<file path="config.mk">
export PLATFORM = sky130hd
export DESIGN_NAME = mem_port_arbiter_flat
export DESIGN_NICKNAME = d
export VERILOG_FILES = /design/src/rtl/mem_port_arbiter_if.sv /design/src/rtl/mem_port_arbiter.sv /design/src/flat_wrapper.sv
export SDC_FILE = /design/constraint.sdc
export NUM_CORES = 1
export LEC_CHECK = 0
export ABC_AREA = 1
export CORE_AREA = 3 3 205 207
export CTS_CLUSTER_DIAMETER = 30
export DETAILED_ROUTE_END_ITERATION = 7
export DIE_AREA = 0 0 208 210
export MAX_ROUTING_LAYER = met4
export PLACE_DENSITY_LB_ADDON = 0.3
export REMOVE_ABC_BUFFERS = 1
export SLEW_MARGIN = 15
export SYNTH_ARGS = -nofsm -noshare
export SYNTH_HDL_FRONTEND = slang
export SYNTH_SLANG_ARGS = --single-unit
</file>
<file path="constraint.sdc">
create_clock -name clk -period 1.7 [get_ports clk]
set_input_delay 0.51 -clock clk [delete_from_list [all_inputs] [get_ports clk]]
set_output_delay 0.51 -clock clk [all_outputs]
set_load 0.03 [all_outputs]
</file>
<file path="src/rtl/mem_port_arbiter_if.sv">
// Bus bundles for the memory port arbiter.
// mem_port_arbiter_if : N requesting masters on one side, the arbiter on the other.
// mem_bus_if          : single downstream memory port, arbiter to memory controller.
interface mem_port_arbiter_if #(
  parameter int NUM_MASTERS = 2,
  parameter int ADDR_W      = 64,
  parameter int DATA_W      = 64
);
  logic [NUM_MASTERS*ADDR_W-1:0] m_address;
  logic [NUM_MASTERS*2-1:0]      m_datasize;
  logic [NUM_MASTERS-1:0]        m_read;
  logic [NUM_MASTERS-1:0]        m_write;
  logic [NUM_MASTERS*DATA_W-1:0] m_writedata;
  logic [DATA_W-1:0]             m_readdata;
  logic [NUM_MASTERS-1:0]        m_done;

  // Requesting side (fetch, exec, trap sequencer, debug port)
  modport master (
    output m_address, m_datasize, m_read, m_write, m_writedata,
    input  m_readdata, m_done
  );

  // Arbiter side
  modport slave (
    input  m_address, m_datasize, m_read, m_write, m_writedata,
    output m_readdata, m_done
  );
endinterface

interface mem_bus_if #(
  parameter int ADDR_W = 64,
  parameter int DATA_W = 64
);
  logic [ADDR_W-1:0] mem_address;
  logic [1:0]        mem_datasize;
  logic              mem_read;
  logic              mem_write;
  logic [DATA_W-1:0] mem_writedata;
  logic [DATA_W-1:0] mem_readdata;
  logic              mem_done;

  // Arbiter drives the downstream request
  modport master (
    output mem_address, mem_datasize, mem_read, mem_write, mem_writedata,
    input  mem_readdata, mem_done
  );

  // Memory controller answers
  modport slave (
    input  mem_address, mem_datasize, mem_read, mem_write, mem_writedata,
    output mem_readdata, mem_done
  );
endinterface

</file>
<file path="src/rtl/mem_port_arbiter.sv">
// N-master arbiter for the single CPU memory port.
// One transaction at a time: IDLE picks a winner and latches its request,
// BUSY drives the latched request downstream until mem_done, HOLDOFF burns
// one cycle so a master's request that is still high right after its done
// is never granted a second time.
module mem_port_arbiter #(
  parameter int NUM_MASTERS = 2,
  parameter int ADDR_W      = 64,
  parameter int DATA_W      = 64,
  parameter int RR_MODE     = 0
) (
  input  logic                   clk,
  input  logic                   reset_n,
  mem_port_arbiter_if.slave      up,
  mem_bus_if.master              mem,
  output logic [NUM_MASTERS-1:0] grant,
  output logic                   proto_err
);

  localparam int IDX_W = (NUM_MASTERS > 1) ? $clog2(NUM_MASTERS) : 1;

  typedef enum logic [1:0] {
    IDLE    = 2'd0,
    BUSY    = 2'd1,
    HOLDOFF = 2'd2
  } state_t;

  state_t                 state_q, state_d;
  logic [NUM_MASTERS-1:0] grant_q, grant_d;
  logic [IDX_W-1:0]       last_grant_q, last_grant_d;
  logic [ADDR_W-1:0]      address_q, address_d;
  logic [1:0]             datasize_q, datasize_d;
  logic                   read_q, read_d;
  logic                   write_q, write_d;
  logic [DATA_W-1:0]      writedata_q, writedata_d;
  logic                   proto_err_q, proto_err_d;

  logic [NUM_MASTERS-1:0] req;
  logic                   win_vld;
  logic [IDX_W-1:0]       win_idx;

  assign req = up.m_read | up.m_write;

  // Winner search: lowest index, or first requester after last_grant when round-robin.
  always_comb begin
    win_vld = 1'b0;
    win_idx = '0;
    if (RR_MODE == 0) begin
      for (int i = NUM_MASTERS - 1; i >= 0; i--) begin
        if (req[i]) begin
          win_vld = 1'b1;
          win_idx = IDX_W'(i);
        end
      end
    end else begin
      // Walk offsets from farthest to nearest so the nearest requester wins.
      for (int k = NUM_MASTERS; k >= 1; k--) begin
        int idx;
        idx = (int'(last_grant_q) + k) % NUM_MASTERS;
        if (req[idx]) begin
          win_vld = 1'b1;
          win_idx = IDX_W'(idx);
        end
      end
    end
  end

  // Next-state logic: transaction sequencing and request latching.
  always_comb begin
    state_d      = state_q;
    grant_d      = grant_q;
    last_grant_d = last_grant_q;
    address_d    = address_q;
    datasize_d   = datasize_q;
    read_d       = read_q;
    write_d      = write_q;
    writedata_d  = writedata_q;
    // Any master driving read and write together is a protocol violation.
    proto_err_d  = proto_err_q | (|(up.m_read & up.m_write));

    unique case (state_q)
      IDLE: begin
        if (win_vld) begin
          state_d      = BUSY;
          grant_d      = NUM_MASTERS'(1) << win_idx;
          last_grant_d = win_idx;
          address_d    = up.m_address[win_idx*ADDR_W +: ADDR_W];
          datasize_d   = up.m_datasize[win_idx*2 +: 2];
          writedata_d  = up.m_writedata[win_idx*DATA_W +: DATA_W];
          read_d       = up.m_read[win_idx];
          // A read+write request is forwarded as the read only.
          write_d      = up.m_write[win_idx] & ~up.m_read[win_idx];
        end
      end
      BUSY: begin
        if (mem.mem_done) begin
          state_d = HOLDOFF;
          grant_d = '0;
          read_d  = 1'b0;
          write_d = 1'b0;
        end
      end
      HOLDOFF: begin
        state_d = IDLE;
      end
      default: begin
        state_d = IDLE;
      end
    endcase
  end

  // State and latched-request registers; reset clears everything immediately.
  always_ff @(posedge clk or negedge reset_n) begin
    if (!reset_n) begin
      state_q      <= IDLE;
      grant_q      <= '0;
      last_grant_q <= IDX_W'(NUM_MASTERS - 1);
      address_q    <= '0;
      datasize_q   <= '0;
      read_q       <= 1'b0;
      write_q      <= 1'b0;
      writedata_q  <= '0;
      proto_err_q  <= 1'b0;
    end else begin
      state_q      <= state_d;
      grant_q      <= grant_d;
      last_grant_q <= last_grant_d;
      address_q    <= address_d;
      datasize_q   <= datasize_d;
      read_q       <= read_d;
      write_q      <= write_d;
      writedata_q  <= writedata_d;
      proto_err_q  <= proto_err_d;
    end
  end

  assign mem.mem_address   = address_q;
  assign mem.mem_datasize  = datasize_q;
  assign mem.mem_read      = read_q;
  assign mem.mem_write     = write_q;
  assign mem.mem_writedata = writedata_q;

  // Completion goes only to the owner, and only while a transaction is open.
  assign up.m_done     = (state_q == BUSY && mem.mem_done) ? grant_q : '0;
  assign up.m_readdata = mem.mem_readdata;

  assign grant     = grant_q;
  assign proto_err = proto_err_q;

endmodule

</file>
<file path="src/flat_wrapper.sv">
// flat-port wrapper written by rule: the top's interface ports become plain ports
module mem_port_arbiter_flat 
#(
  parameter int NUM_MASTERS = 2,
  parameter int ADDR_W      = 64,
  parameter int DATA_W      = 64,
  parameter int RR_MODE     = 0
)
  (clk, reset_n, grant, proto_err, up_m_address, up_m_datasize, up_m_read, up_m_write, up_m_writedata, up_m_readdata, up_m_done, mem_mem_address, mem_mem_datasize, mem_mem_read, mem_mem_write, mem_mem_writedata, mem_mem_readdata, mem_mem_done);
  mem_port_arbiter_if #(.NUM_MASTERS(NUM_MASTERS), .ADDR_W(ADDR_W), .DATA_W(DATA_W)) up_i ();
  mem_bus_if #(.ADDR_W(ADDR_W), .DATA_W(DATA_W)) mem_i ();
  input  logic clk;
  input  logic reset_n;
  output logic [NUM_MASTERS-1:0] grant;
  output logic proto_err;
  input wire logic [$bits(up_i.m_address)-1:0] up_m_address;
  input wire logic [$bits(up_i.m_datasize)-1:0] up_m_datasize;
  input wire logic [$bits(up_i.m_read)-1:0] up_m_read;
  input wire logic [$bits(up_i.m_write)-1:0] up_m_write;
  input wire logic [$bits(up_i.m_writedata)-1:0] up_m_writedata;
  output wire logic [$bits(up_i.m_readdata)-1:0] up_m_readdata;
  output wire logic [$bits(up_i.m_done)-1:0] up_m_done;
  output wire logic [$bits(mem_i.mem_address)-1:0] mem_mem_address;
  output wire logic [$bits(mem_i.mem_datasize)-1:0] mem_mem_datasize;
  output wire logic [$bits(mem_i.mem_read)-1:0] mem_mem_read;
  output wire logic [$bits(mem_i.mem_write)-1:0] mem_mem_write;
  output wire logic [$bits(mem_i.mem_writedata)-1:0] mem_mem_writedata;
  input wire logic [$bits(mem_i.mem_readdata)-1:0] mem_mem_readdata;
  input wire logic [$bits(mem_i.mem_done)-1:0] mem_mem_done;
  assign up_i.m_address = up_m_address;
  assign up_i.m_datasize = up_m_datasize;
  assign up_i.m_read = up_m_read;
  assign up_i.m_write = up_m_write;
  assign up_i.m_writedata = up_m_writedata;
  assign up_m_readdata = up_i.m_readdata;
  assign up_m_done = up_i.m_done;
  assign mem_mem_address = mem_i.mem_address;
  assign mem_mem_datasize = mem_i.mem_datasize;
  assign mem_mem_read = mem_i.mem_read;
  assign mem_mem_write = mem_i.mem_write;
  assign mem_mem_writedata = mem_i.mem_writedata;
  assign mem_i.mem_readdata = mem_mem_readdata;
  assign mem_i.mem_done = mem_mem_done;
  mem_port_arbiter #(.NUM_MASTERS(NUM_MASTERS), .ADDR_W(ADDR_W), .DATA_W(DATA_W), .RR_MODE(RR_MODE)) u_core (.clk(clk), .reset_n(reset_n), .up(up_i), .mem(mem_i), .grant(grant), .proto_err(proto_err));
endmodule
</file>
==> metrics.log <==
INFO  metric number_of_distinct_library_cells_after_synthesis = 15
INFO  metric cp_cell_sequence = inv_2 -> nand2_2 -> inv_2 -> nand2_4 -> nor2_4 -> buf_6
INFO  metric grt_antenna_before_repair = 2
INFO  metric cp_num_buf_inv = 3
INFO  metric starting_drc_count_in_detailed_routing = 422
INFO  metric max_cap_viol_count = 0
INFO  metric synthesis.area = 8202 um2
INFO  metric cp_num_cells = 6
INFO  metric port_buffers = 403
INFO  metric wire_per_inst = 17.61 um
INFO  metric p_leak = 7.249 nW
INFO  metric detail_route.first_pass.iterations = 5
INFO  metric drv_slew = 0
INFO  metric numnets_final = 1908
INFO  metric crit_path_frequent_cell = inv_2
INFO  metric holdPathStages = 2
INFO  metric synth_warnings = 0
INFO  metric slowest_stage_delay_on_critical_path = 0.39 ns
INFO  metric power.net_switching = 0.01012 W
INFO  metric cts.reportedPaths.clkPinSlew = 0.06 ns
INFO  metric worst_ep_arrival_time = 1.28 ns
INFO  metric cp.required = 1.19 ns
INFO  metric postRouteAntennaNets = 0
INFO  metric die_x = 208 um
INFO  metric layout-area-overhead-vs-synth = 66.96%
INFO  metric clk-insertion-delay-late = 0.43 ns
INFO  metric worst_path_dominant_cell_family = flip-flops
INFO  metric max_freq = 0.5601 GHz
INFO  metric numClockSinks = 137
INFO  metric maximum_number_of_pins_on_one_net_before_global_route_repair = 58
INFO  metric final_cells = 2123
INFO  metric route.detailed.drc = 0
INFO  metric ir_drop = 0.0006307 V
INFO  metric routed_wl = 37380 um
INFO  metric dominantRegCellSynth = dfrtp_1
INFO  metric maxSlewHeadroom = 73.25%
INFO  metric ctsRootBufferMaster = clkbuf_16
INFO  metric grt_pass1_wl = 54040 um
INFO  metric pre_cts_slack = -0.4448 ns
INFO  metric power_switching_share = 45.34%
INFO  metric combinationalPowerShare = 56.6%
INFO  metric tns = -0.1941 ns
INFO  metric fin_skew = 0.007387 ns
INFO  metric final_common_cell = nand2_1
INFO  metric grt_setup_unrepaired = true
INFO  metric global_route.overflow_total = 0
INFO  metric powerDensity = 1629 nW/um2
INFO  metric finalWeightedCongestion = 0.8203
INFO  metric final_layout_size_suffix_gt1_share = 15.29%
INFO  metric fp.coreArea = 40550 um2
INFO  metric final.period_utilization = 105.0%
INFO  metric most-common-layout-cells = 401 x nand2_1, 266 x inv_1, 265 x nand3_1
INFO  metric crit_path_start_kind = register
INFO  metric post-dp-hpwl = 28170 um
INFO  metric critPathKind = reg2out
INFO  metric pin_count = 532
INFO  metric ys_seq_area_share = 41.80%
INFO  metric fin_crit = 1.786 ns
INFO  metric worstMarginPinSlew = 0.4013 ns
INFO  metric crit_path_end_kind = output port
INFO  metric grt_use_total = 16.81%
INFO  metric setup_viol = 6
INFO  metric syn_inst = 1223
INFO  metric filler_cell_count = 4367
INFO  metric placed_cells = 2084
INFO  metric outcome = complete, but fails checks
INFO  metric floorplan.die_area = 43680 um2
INFO  metric setup_slack = -0.08554 ns
INFO  metric sequential_cell_fraction_of_total_power = 27.1%
INFO  metric cpMaxStageDelayCell = dfrtp_1
INFO  metric synthesis.area_per_instance = 6.706 um2
INFO  metric min-delay-path-class = reg2reg
INFO  metric tritoncts = built
INFO  metric async_reset_ff_share = 100.0%
INFO  metric final_hold_vios = 0
INFO  metric failed_checks = setup timing
INFO  metric crit_path_max_fanout = 3
INFO  metric initial_utilization = 20.22%
INFO  metric proportion_of_power_drawn_by_the_clock_network = 16.3%
INFO  metric ys_seq_elements = 137
INFO  metric r2r.worst_path.cells = 7
INFO  metric timing.reg2reg.setup_slack = 0.01 ns
INFO  metric synth-edff-count = 0
INFO  metric first_global_vias = 8624
INFO  metric number_of_buffers_created_by_cts = 17
INFO  metric internal_pwr_total = 0.01220 W
INFO  metric design_power_total = 0.02231 W
INFO  metric fin_worst_hold_slack = 0.4749 ns
INFO  metric htree_levels = 4
INFO  metric detail_route.vias_per_cell = 4.147
INFO  metric detailroute.via_count = 8805
INFO  metric rows = 74
INFO  metric die-height = 210 um
INFO  metric clock_tree.buffer_depth = 2
-- final cells by class --
type	count	area (um2)	share of cell area, %
timing repair buffer	469	5049	36.87
multi-input combinational	683	2975	21.73
clock inverter	6	65.06	0.4751
clock buffer	25	495.5	3.618
sequential	137	3428	25.04
tap	532	665.6	4.861
inverter	269	1010	7.374
antenna	2	5.005	0.03655
-- layer usage --
metal  GRT usage, %  routed length [um]  up-vias
li1               -                   -     4278
met1          21.49               16780     4041
met2          22.44               15040      459
met3          10.52                5163       27
met4          3.441                 404        0
met5              -                   0        -
-- through the flow --
step           instance area (um2)  util (%)
2_1_floorplan                 7355         -
5_1_grt                      13690     33.77
3_3_place_gp                 12850     31.70
6_report                     13690     33.77
4_1_cts                      13590     33.52
3_5_place_dp                 12850     31.70
-- power by group through the flow --
stage / Combinational [W] / Clock (W) / Sequential (W)
floorplan: 0.00292 / 0 / 0.00912
global placement: 0.0130 / 0 / 0.00605
detailed placement: 0.0131 / 0 / 0.00606
CTS: 0.0127 / 0.00379 / 0.00606
global route: 0.0136 / 0.00394 / 0.00627
finish: 0.0126 / 0.00365 / 0.00605
-- synth_stat cells (2+ instances only) --
| library cell | number | area (um2) |
|---|---|---|
| buf_2 | 38 | 190.2 |
| inv_1 | 268 | 1006 |
| nand3_1 | 265 | 1326 |
| o21ai_0 | 4 | 20.02 |
| clkbuf_1 | 11 | 41.29 |
| nand2_2 | 2 | 12.51 |
| dfrtp_1 | 137 | 3428 |
| nand2_1 | 405 | 1520 |
| buf_4 | 79 | 593.1 |
| buf_1 | 6 | 22.52 |
| nor2_1 | 4 | 15.01 |
-- cells by family after synthesis --
logic type	share of synthesized area (%)
simple gates	35.26
compound gates	0.3051
flops	41.80
buf+inv	22.64
-- timing repair --
item,4_1_cts,5_1_grt
gates resized for setup,368,18
setup buffers,2,1
endpoints found under the hold margin,24,0
pin swaps,1,1
setup endpoints to repair,123,114
gates cloned,0,2
hold buffers,1,0
-- worst reg2reg max path, delay by kind of cell (launching register included) --
kind / cells / cell delay (ns)
buffers and inverters: 2 / 0.38
flip-flops: 1 / 0.39
AND/OR/NAND/NOR: 5 / 0.87
-- path summary, 6_finish.rpt --
kind,start,endpoint
setup / recovery,u_core.state_q[1]$_DFFE_PN0P_,up_m_done[1]
hold / removal,u_core.mem.mem_writedata[62]$_DFFE_PN0P_,u_core.mem.mem_writedata[62]$_DFFE_PN0P_
setup reg to reg,u_core.state_q[1]$_DFFE_PN0P_,u_core.mem.mem_address[10]$_DFFE_PN0P_
hold reg to reg,u_core.mem.mem_writedata[62]$_DFFE_PN0P_,u_core.mem.mem_writedata[62]$_DFFE_PN0P_
max in group asynchronous,reset_n,u_core.mem.mem_writedata[24]$_DFFE_PN0P_
min in group asynchronous,reset_n,u_core.mem.mem_address[42]$_DFFE_PN0P_
-- registers in the layout (all words and copies together) (netlist names) --
name                      flops
u_core.mem.mem_writedata     64
u_core.state_q                2
u_core.proto_err              1
u_core.mem.mem_datasize       2
u_core.mem.mem_read           1
u_core.grant                  2
u_core.mem.mem_write          1
u_core.mem.mem_address       64
Note: power is estimated with default switching activity, not from simulation.
